## src/rtl/l1_dp_mem_sweep_rd.sv

```systemverilog
// Read-side sweep engine for the L1 dual-port memories: walks indices 0..DEPTH-1
// through the read port and streams {index, data} pairs through a 2-entry output FIFO.
module l1_dp_mem_sweep_rd #(
  parameter int WIDTH = 32,
  parameter int DEPTH = 1024,
  localparam int AW = $clog2(DEPTH)
) (
  input  logic             CLK,
  input  logic             RST,
  input  logic             START,
  input  logic             MEM_READY,
  output logic             BUSY,
  output logic             DONE,
  output logic             REN,
  output logic [AW-1:0]    RADDR,
  input  logic [WIDTH-1:0] RDATA,
  output logic             OUT_VAL,
  output logic [AW-1:0]    OUT_ADDR,
  output logic [WIDTH-1:0] OUT_DATA,
  input  logic             OUT_RDY,
  output logic [1:0]       dbg_state
);

  // Output handshake: an entry transfers in any cycle where OUT_VAL and OUT_RDY are
  // both high; OUT_VAL never drops and OUT_ADDR/OUT_DATA never change until it does.
  typedef enum logic [1:0] {
    S_IDLE  = 2'd0,
    S_SWEEP = 2'd1,
    S_DRAIN = 2'd2
  } state_e;

  localparam logic [AW-1:0] LAST_IDX = AW'(DEPTH - 1);

  state_e           state_q, state_d;
  logic             start_pend_q, start_pend_d;
  logic [AW-1:0]    cnt_q, cnt_d;
  logic [AW-1:0]    raddr_q, raddr_d;
  logic             inflight_q, inflight_d;
  logic [AW-1:0]    infl_addr_q, infl_addr_d;
  logic             done_q, done_d;
  logic [AW-1:0]    fifo_addr_q [2];
  logic [AW-1:0]    fifo_addr_d [2];
  logic [WIDTH-1:0] fifo_data_q [2];
  logic [WIDTH-1:0] fifo_data_d [2];
  logic             wr_ptr_q, wr_ptr_d;
  logic             rd_ptr_q, rd_ptr_d;
  logic [1:0]       count_q, count_d;

  logic       pop;
  logic       push;
  logic       ren;
  logic       last_hs;
  logic [2:0] occ;

  always_comb begin
    pop     = (count_q != 2'd0) && OUT_RDY;
    push    = inflight_q;
    occ     = {1'b0, count_q} + {2'b00, inflight_q};
    // Occupancy after this cycle's pop must leave room for the read about to be issued.
    ren     = (state_q == S_SWEEP) && MEM_READY && (occ < (3'd2 + {2'b00, pop}));
    last_hs = pop && (fifo_addr_q[rd_ptr_q] == LAST_IDX);
  end

  always_comb begin
    state_d      = state_q;
    start_pend_d = start_pend_q;
    cnt_d        = cnt_q;
    raddr_d      = raddr_q;
    inflight_d   = ren;
    infl_addr_d  = infl_addr_q;
    done_d       = 1'b0;
    fifo_addr_d  = fifo_addr_q;
    fifo_data_d  = fifo_data_q;
    wr_ptr_d     = wr_ptr_q ^ push;
    rd_ptr_d     = rd_ptr_q ^ pop;
    count_d      = count_q + {1'b0, push} - {1'b0, pop};

    case (state_q)
      S_IDLE: begin
        if (START) start_pend_d = 1'b1;
        if ((start_pend_q || START) && MEM_READY) begin
          state_d      = S_SWEEP;
          start_pend_d = 1'b0;
          cnt_d        = '0;
        end
      end
      S_SWEEP: begin
        if (ren && (cnt_q == LAST_IDX)) state_d = S_DRAIN;
      end
      S_DRAIN: begin
        if (last_hs) begin
          state_d = S_IDLE;
          done_d  = 1'b1;
        end
      end
      default: state_d = S_IDLE;
    endcase

    if (ren) begin
      cnt_d       = cnt_q + 1'b1;
      raddr_d     = cnt_q;
      infl_addr_d = cnt_q;
    end

    // RDATA belongs to the read issued last cycle; tag it with that address.
    if (push) begin
      fifo_addr_d[wr_ptr_q] = infl_addr_q;
      fifo_data_d[wr_ptr_q] = RDATA;
    end
  end

  always_ff @(posedge CLK or posedge RST) begin
    if (RST) begin
      state_q      <= S_IDLE;
      start_pend_q <= 1'b0;
      cnt_q        <= '0;
      raddr_q      <= '0;
      inflight_q   <= 1'b0;
      infl_addr_q  <= '0;
      done_q       <= 1'b0;
      fifo_addr_q  <= '{default: '0};
      fifo_data_q  <= '{default: '0};
      wr_ptr_q     <= 1'b0;
      rd_ptr_q     <= 1'b0;
      count_q      <= 2'd0;
    end else begin
      state_q      <= state_d;
      start_pend_q <= start_pend_d;
      cnt_q        <= cnt_d;
      raddr_q      <= raddr_d;
      inflight_q   <= inflight_d;
      infl_addr_q  <= infl_addr_d;
      done_q       <= done_d;
      fifo_addr_q  <= fifo_addr_d;
      fifo_data_q  <= fifo_data_d;
      wr_ptr_q     <= wr_ptr_d;
      rd_ptr_q     <= rd_ptr_d;
      count_q      <= count_d;
    end
  end

  assign BUSY      = (state_q != S_IDLE);
  assign DONE      = done_q;
  assign REN       = ren;
  assign RADDR     = ren ? cnt_q : raddr_q;
  assign OUT_VAL   = (count_q != 2'd0);
  assign OUT_ADDR  = fifo_addr_q[rd_ptr_q];
  assign OUT_DATA  = fifo_data_q[rd_ptr_q];
  assign dbg_state = state_q;

endmodule

```

## config.mk

```make
export PLATFORM = sky130hd
export DESIGN_NAME = l1_dp_mem_sweep_rd
export DESIGN_NICKNAME = d
export VERILOG_FILES = /design/src/rtl/l1_dp_mem_sweep_rd.sv
export SDC_FILE = /design/constraint.sdc
export NUM_CORES = 1
export LEC_CHECK = 0
export BUFFER_PORTS_ARGS = -buffer_cell sky130_fd_sc_hd__buf_2
export CORE_AREA = 10 10 106 108
export DETAILED_ROUTE_END_ITERATION = 8
export DIE_AREA = 0 0 116 118
export PLACE_DENSITY = 0.87
export SYNTH_ARGS = -nofsm -noshare
export SYNTH_HDL_FRONTEND = slang
export SYNTH_SLANG_ARGS = --single-unit
```

## constraint.sdc

```tcl
create_clock -name CLK -period 8.04 [get_ports CLK]
set_input_delay 1.206 -clock CLK [delete_from_list [all_inputs] [get_ports CLK]]
set_output_delay 1.206 -clock CLK [all_outputs]
set_load 0.005 [all_outputs]
```

## Yosys cells after proc, flatten, opt, wreduce, memory -nomap -nowiden

Index checks and enable logic that the tools add are counted.

| operators by class | value |
|---|---|
| add/subtract/negate cells | 5 |
| magnitude comparators | 4 |
| equality and inequality tests | 7 |
| mux-type cells | 24 |
| bitwise operators | 4 |
| reduce and logical (&&, ||, !) cells | 17 |

Operators by type and width:

| kind | count |
|---|---|
| 32-bit 2-to-1 mux | 4 |
| 10-bit 2-to-1 mux | 8 |
| 64-bit bitwise mux | 1 |
| 32-bit demux with 1-bit select | 1 |
| 20-bit bitwise mux | 1 |
| 10-bit == test (second input constant) | 2 |
| 10-bit by 1-bit adder with 10-bit output (second input constant) | 1 |
| 10-bit demux with 1-bit select | 1 |
| 2-bit nonzero test | 5 |
| 1-bit logical AND | 7 |
| 2-bit 2-to-1 mux | 3 |
| 2-bit case mux with 3 select lines | 1 |
| 2-bit greater-or-equal comparator (second input constant) | 2 |
| 1-bit 2-to-1 mux | 4 |
| 2-bit != test (second input constant) | 2 |
| 1-bit NOT with 2-bit output | 2 |
| 2-bit AND reduction | 2 |
| 2-bit by 1-bit adder with 3-bit output | 1 |
| 2-bit by 1-bit adder with 3-bit output (first input constant) | 1 |
| 3-bit < comparator | 1 |
| 3-bit AND reduction | 1 |
| 2-bit by 1-bit adder with 2-bit output | 1 |
| 2-bit by 1-bit == test with 1-bit output (second input constant) | 1 |
| 2-bit == test (second input constant) | 1 |
| 6 further kinds | 7 |

| storage, ports and cells | value |
|---|---|
| bits in registers | 123 |
| bits of input ports | 37 |
| output and inout bits | 58 |
| logic and storage cells | 75 |

## Depth between registers and ports, before layout

| depth | value |
|---|---|
| depth after elaboration | 8 |
| mapped depth | 8 |
| mapped depth without buffers | 7 |

## Worst setup path before layout

Ideal clock, no wire load.

| path | value |
|---|---|
| kind | input to output |
| start point | input port OUT_RDY |
| end point | output port RADDR[0] |
| arrival | 2.167 ns |
| required time | 6.834 ns |
| path slack | 4.667 ns |
| cell stages on the path | 7 |
| path buffers | 2 |
| path through | o21ai_2 o21ai_1 nand2_4 buf_6 buf_2 nand2_1 nand2_1 |

| between the ends | value |
|---|---|
| cells in the longest elaborated chain, start to end | 5 |

Ends and longest elaborated chain:

| item | line | source |
|---|---|---|
| start, declared | 20 | `input logic OUT_RDY,` |
| 1-bit logical AND | 56 | `pop = (count_q != 2'd0) && OUT_RDY;` |
| 2-bit by 1-bit adder with 3-bit output | 60 | `ren = (state_q == S_SWEEP) && MEM_READY && (occ < (3'd2 + {2'b00, pop}));` |
| 3-bit < comparator | 60 |  |
| 1-bit logical AND | 60 |  |
| 10-bit 2-to-1 mux | - |  |
| end, declared | 15 | `output logic [AW-1:0] RADDR,` |

Every way passes these cells.

## Worst setup path after layout

| path | value |
|---|---|
| start point | input port OUT_RDY |
| end point | output port RADDR[6] |

Same word-level chain as after synthesis.

==> results.py <==
metrics = {
    "synth": {
        "synth_cell_types": 36,
        "synth.ff_latch_count": 123,
        "async_flop_share": 1.000,
        "synth-edff-count": 0,
        "syn-instance-count": 405,
        "synth.avg_cell_area_um2": 13.16,
        "ys_warn_count": 0,
        "synth_flop_cell": "dfrtp_1",
        "synth.cell_area_um2": 5330,
        "ys_seq_area_frac": 0.5775,
        "synth_nets": 449,
    },
    "drt": {
        "wl_um": 11260,
        "ant_nets": 0,
        "viasPerCell": 5.558,
        "met2_length_um": 5648,
        "top_layer": "met4",
        "wl_per_cell_um": 18.04,
        "vias": 3468,
        "drcViolationCount": 0,
        "met3_length_um": 676,
        "dr.pass1.iters": 5,
        "wl_met1_um": 4811,
        "drt_iter0_drc": 190,
    },
    "power": {
        "swShare": 0.3064,
        "p_clk_frac": 0.278,
        "p_seq_frac": 0.392,
        "comb_power_share": 0.330,
        "ir_drop_v": 0.0002246,
        "switchingPower_uw": 816.1,
        "powerDensity_nw_per_um2": 412.1,
        "total_leakage_power_nw": 3.186,
        "internal_power_mw": 1.847,
    },
    "placed_design": {
        "place_inst": 592,
        "hpwl_um": 7481,
        "port_buffers": 94,
        "gp_congestion": 0.8461,
    },
    "final_layout": {
        "n_antenna_cell": 0,
        "fin_nets": 544,
        "syn2layout_area_growth_pct": 21.24,
        "fillers": 613,
        "fin_cells": 624,
        "drive_gt1_frac": 0.5127,
    },
    "critical_path": {
        "crit_chain": "buf_2 -> o21ai_2 -> o21ai_1 -> nand2_4 -> inv_1 -> nand2_1 -> nand2_1 -> buf_2",
        "r2r_cells": 7,
        "crit_family": "buffers and inverters",
        "cp-end-kind": "primary output",
        "cpPeakStageDelay_ns": 0.42,
        "crit_buf_inv": 3,
        "path_class": "in2out",
        "required_ns": 6.83,
        "rrSetupSlack_ns": 5.71,
        "crit_start": "OUT_RDY",
        "r2r-end": "raddr_q[6]",
        "crit_path_top_delay_cell": "o21ai_1",
        "start_kind": "input pin",
        "r2r_start": "inflight_q",
        "critPathArrivalTime_ns": 2.90,
        "cp_max_fo": 32,
    },
    "clock_network": {
        "cts.reportedPaths.clkPinSlew_ns": 0.05,
        "clock_path_buffers": 2,
        "cts_sinks": 123,
        "cts_setup_buffers": 0,
        "htree_levels": 4,
        "clkLatencyLatePin_ns": 0.50,
        "cts_resized": 0,
        "cts_made_buffers": 17,
        "cts-root-buf": "clkbuf_8",
        "cts_tree": "done",
        "cts_hold_buf": 0,
    },
    "die": {
        "die_area_um2": 13690,
        "ios": 95,
        "num_rows": 35,
        "fp.dieW_um": 116,
        "coreArea_um2": 9109,
        "initial_utilization": 0.5852,
        "chipHeight_um": 118,
    },
    "timing": {
        "worst_pin_slew_ns": 1.094,
        "rsz0062_at_grt": "no",
        "layout_worst_path_cycle_share": 0.5113,
        "finalClockSkew_ns": 0.01427,
        "hold_viol": 0,
        "slew_viol_final": 0,
        "fin_setup_tns_ns": 0,
        "period_minus_slack_ns": 4.111,
        "timing.slew.headroom": 0.2710,
        "fmax_mhz": 243.3,
        "setup_viol": 0,
    },
    "grt": {
        "grt_max_degree": 78,
        "grt_first_pass_wirelength_um": 18730,
        "grt_pass1_vias": 3779,
        "antenna_found_initial": 0,
        "grt_usage": 0.1707,
        "grt_overflow_total": 0,
    },
    "hold_path": {
        "hold_end": "raddr_q[5]",
        "holdPathStages": 2,
        "hold_path.class": "reg2reg",
        "min-delay-start": "raddr_q[5]",
    },
    "run_status": {
        "status": "complete, no violations",
    },
    "job": {
        "cap_violations": 0,
    },
}
[area by class of cell]
class | instances | area (µm²) | area share
Clock inverter | 10 | 113.9 | 0.01762
Multi-Input combinational cell | 252 | 2126 | 0.3289
Sequential cell | 123 | 3079 | 0.4765
Clock buffer | 22 | 483.0 | 0.07473
Tap cell | 111 | 138.9 | 0.02149
Timing Repair Buffer | 95 | 478.0 | 0.07396
Inverter | 11 | 43.79 | 0.006776
[logic make-up (layout without fill, tap and decap cells)]
| group | after synthesis | in the layout | synth area share |
|---|---|---|---|
| multiplexers | 123 | 123 | 0.2599 |
| flip-flops | 123 | 123 | 0.5775 |
| AND/OR/NAND/NOR | 92 | 92 | 0.07887 |
| buffers and inverters | 30 | 138 | 0.02465 |
| AO/OA/AOI/OAI | 26 | 26 | 0.03615 |
| adder cells (fa/ha/maj) | 7 | 7 | 0.01643 |
| XOR/XNOR | 4 | 4 | 0.006572 |
[layout by cell type, fill, tap and decap left out, types with 3 or more instances in the layout]
cell type,n
o21ai_0,6
nand3_1,11
clkinv_2,3
buf_2,94
nor2_1,5
inv_1,9
o31ai_1,4
ha_1,5
nand2_1,59
clkbuf_8,6
dfrtp_1,122
clkinvlp_4,4
nor3_1,5
mux2_2,123
clkbuf_16,16
xnor2_1,4
a21o_1,3
[power groups by stage]
stage          sequential (mW)  clock (mW)  combinational [mW]
2_1_floorplan            0.962           0               0.664
6_report                  1.04       0.740               0.879
5_1_grt                   1.08       0.788               0.971
3_5_place_dp              1.05           0               0.886
4_1_cts                   1.05       0.754               0.897
3_3_place_gp              1.03           0               0.855
[worst reg2reg max path: stages (launching register included)]
cell	delay, ns
dfrtp_1	0.43
ha_1	0.22
ha_1	0.21
nor4b_4	0.40
nand2_4	0.30
inv_1	0.43
nand2_1	0.18
nand2_1	0.10
[cell usage after synthesis (2+ instances only)]
master	number	area (µm²)
a21o_1	3	22.52
a21oi_1	2	10.01
and3_1	2	12.51
buf_2	6	30.03
clkbuf_1	11	41.29
dfrtp_1	123	3078
ha_1	7	87.58
inv_1	10	37.54
mux2_2	123	1385
nand2_1	59	221.5
nand3_1	11	55.05
nand4_1	2	12.51
nor2_1	5	18.77
nor3_1	5	25.02
nor3b_1	2	15.01
o211ai_1	2	15.01
o21ai_0	6	30.03
o31ai_1	4	30.03
or2_2	2	12.51
xnor2_1	4	35.03
[worst max path at each step]
stage	to	slack [ns]	cells after the start
global placement	RADDR[0]	4.07	8
detailed placement	RADDR[2]	3.99	8
global route	RADDR[4]	3.74	8
CTS	RADDR[6]	3.96	8
floorplan	DONE	3.56	1
finish	RADDR[6]	3.93	8
[routing by layer]
| layer | global-route usage | vias to the layer above |
|---|---|---|
| met5 | 0 | - |
| met4 | 0.06182 | 0 |
| met3 | 0.05097 | 12 |
| met2 | 0.2788 | 121 |
| met1 | 0.2067 | 1733 |
| li1 | - | 1602 |
[through the flow]
step | power, mW | cell area, µm² | setup slack (ns) | utilization | hold WS, ns
finish | 2.663 | 6462 | 3.929 | 0.7095 | 0.4688
global route | 2.842 | 6462 | 3.745 | 0.7095 | 0.4916
CTS | 2.698 | 6462 | 3.961 | 0.7095 | 0.4719
detailed placement | 1.938 | 5866 | 3.989 | 0.6440 | 0.4563
global placement | 1.886 | 5866 | 4.075 | 0.6440 | 0.4495
floorplan | 1.626 | 5330 | 3.563 | - | 0.4568
[state kept, by name, indices dropped and copies added (netlist names)]
| name | count |
|---|---|
| raddr_q | 10 |
| rd_ptr_q | 1 |
| cnt_q | 10 |
| infl_addr_q | 10 |
| inflight_q | 1 |
| fifo_data_q | 64 |
| start_pend_q | 1 |
| dbg_state | 2 |
| DONE | 1 |
| wr_ptr_q | 1 |
| count_q | 2 |
| fifo_addr_q | 20 |
(Power assumes the default switching activity.)
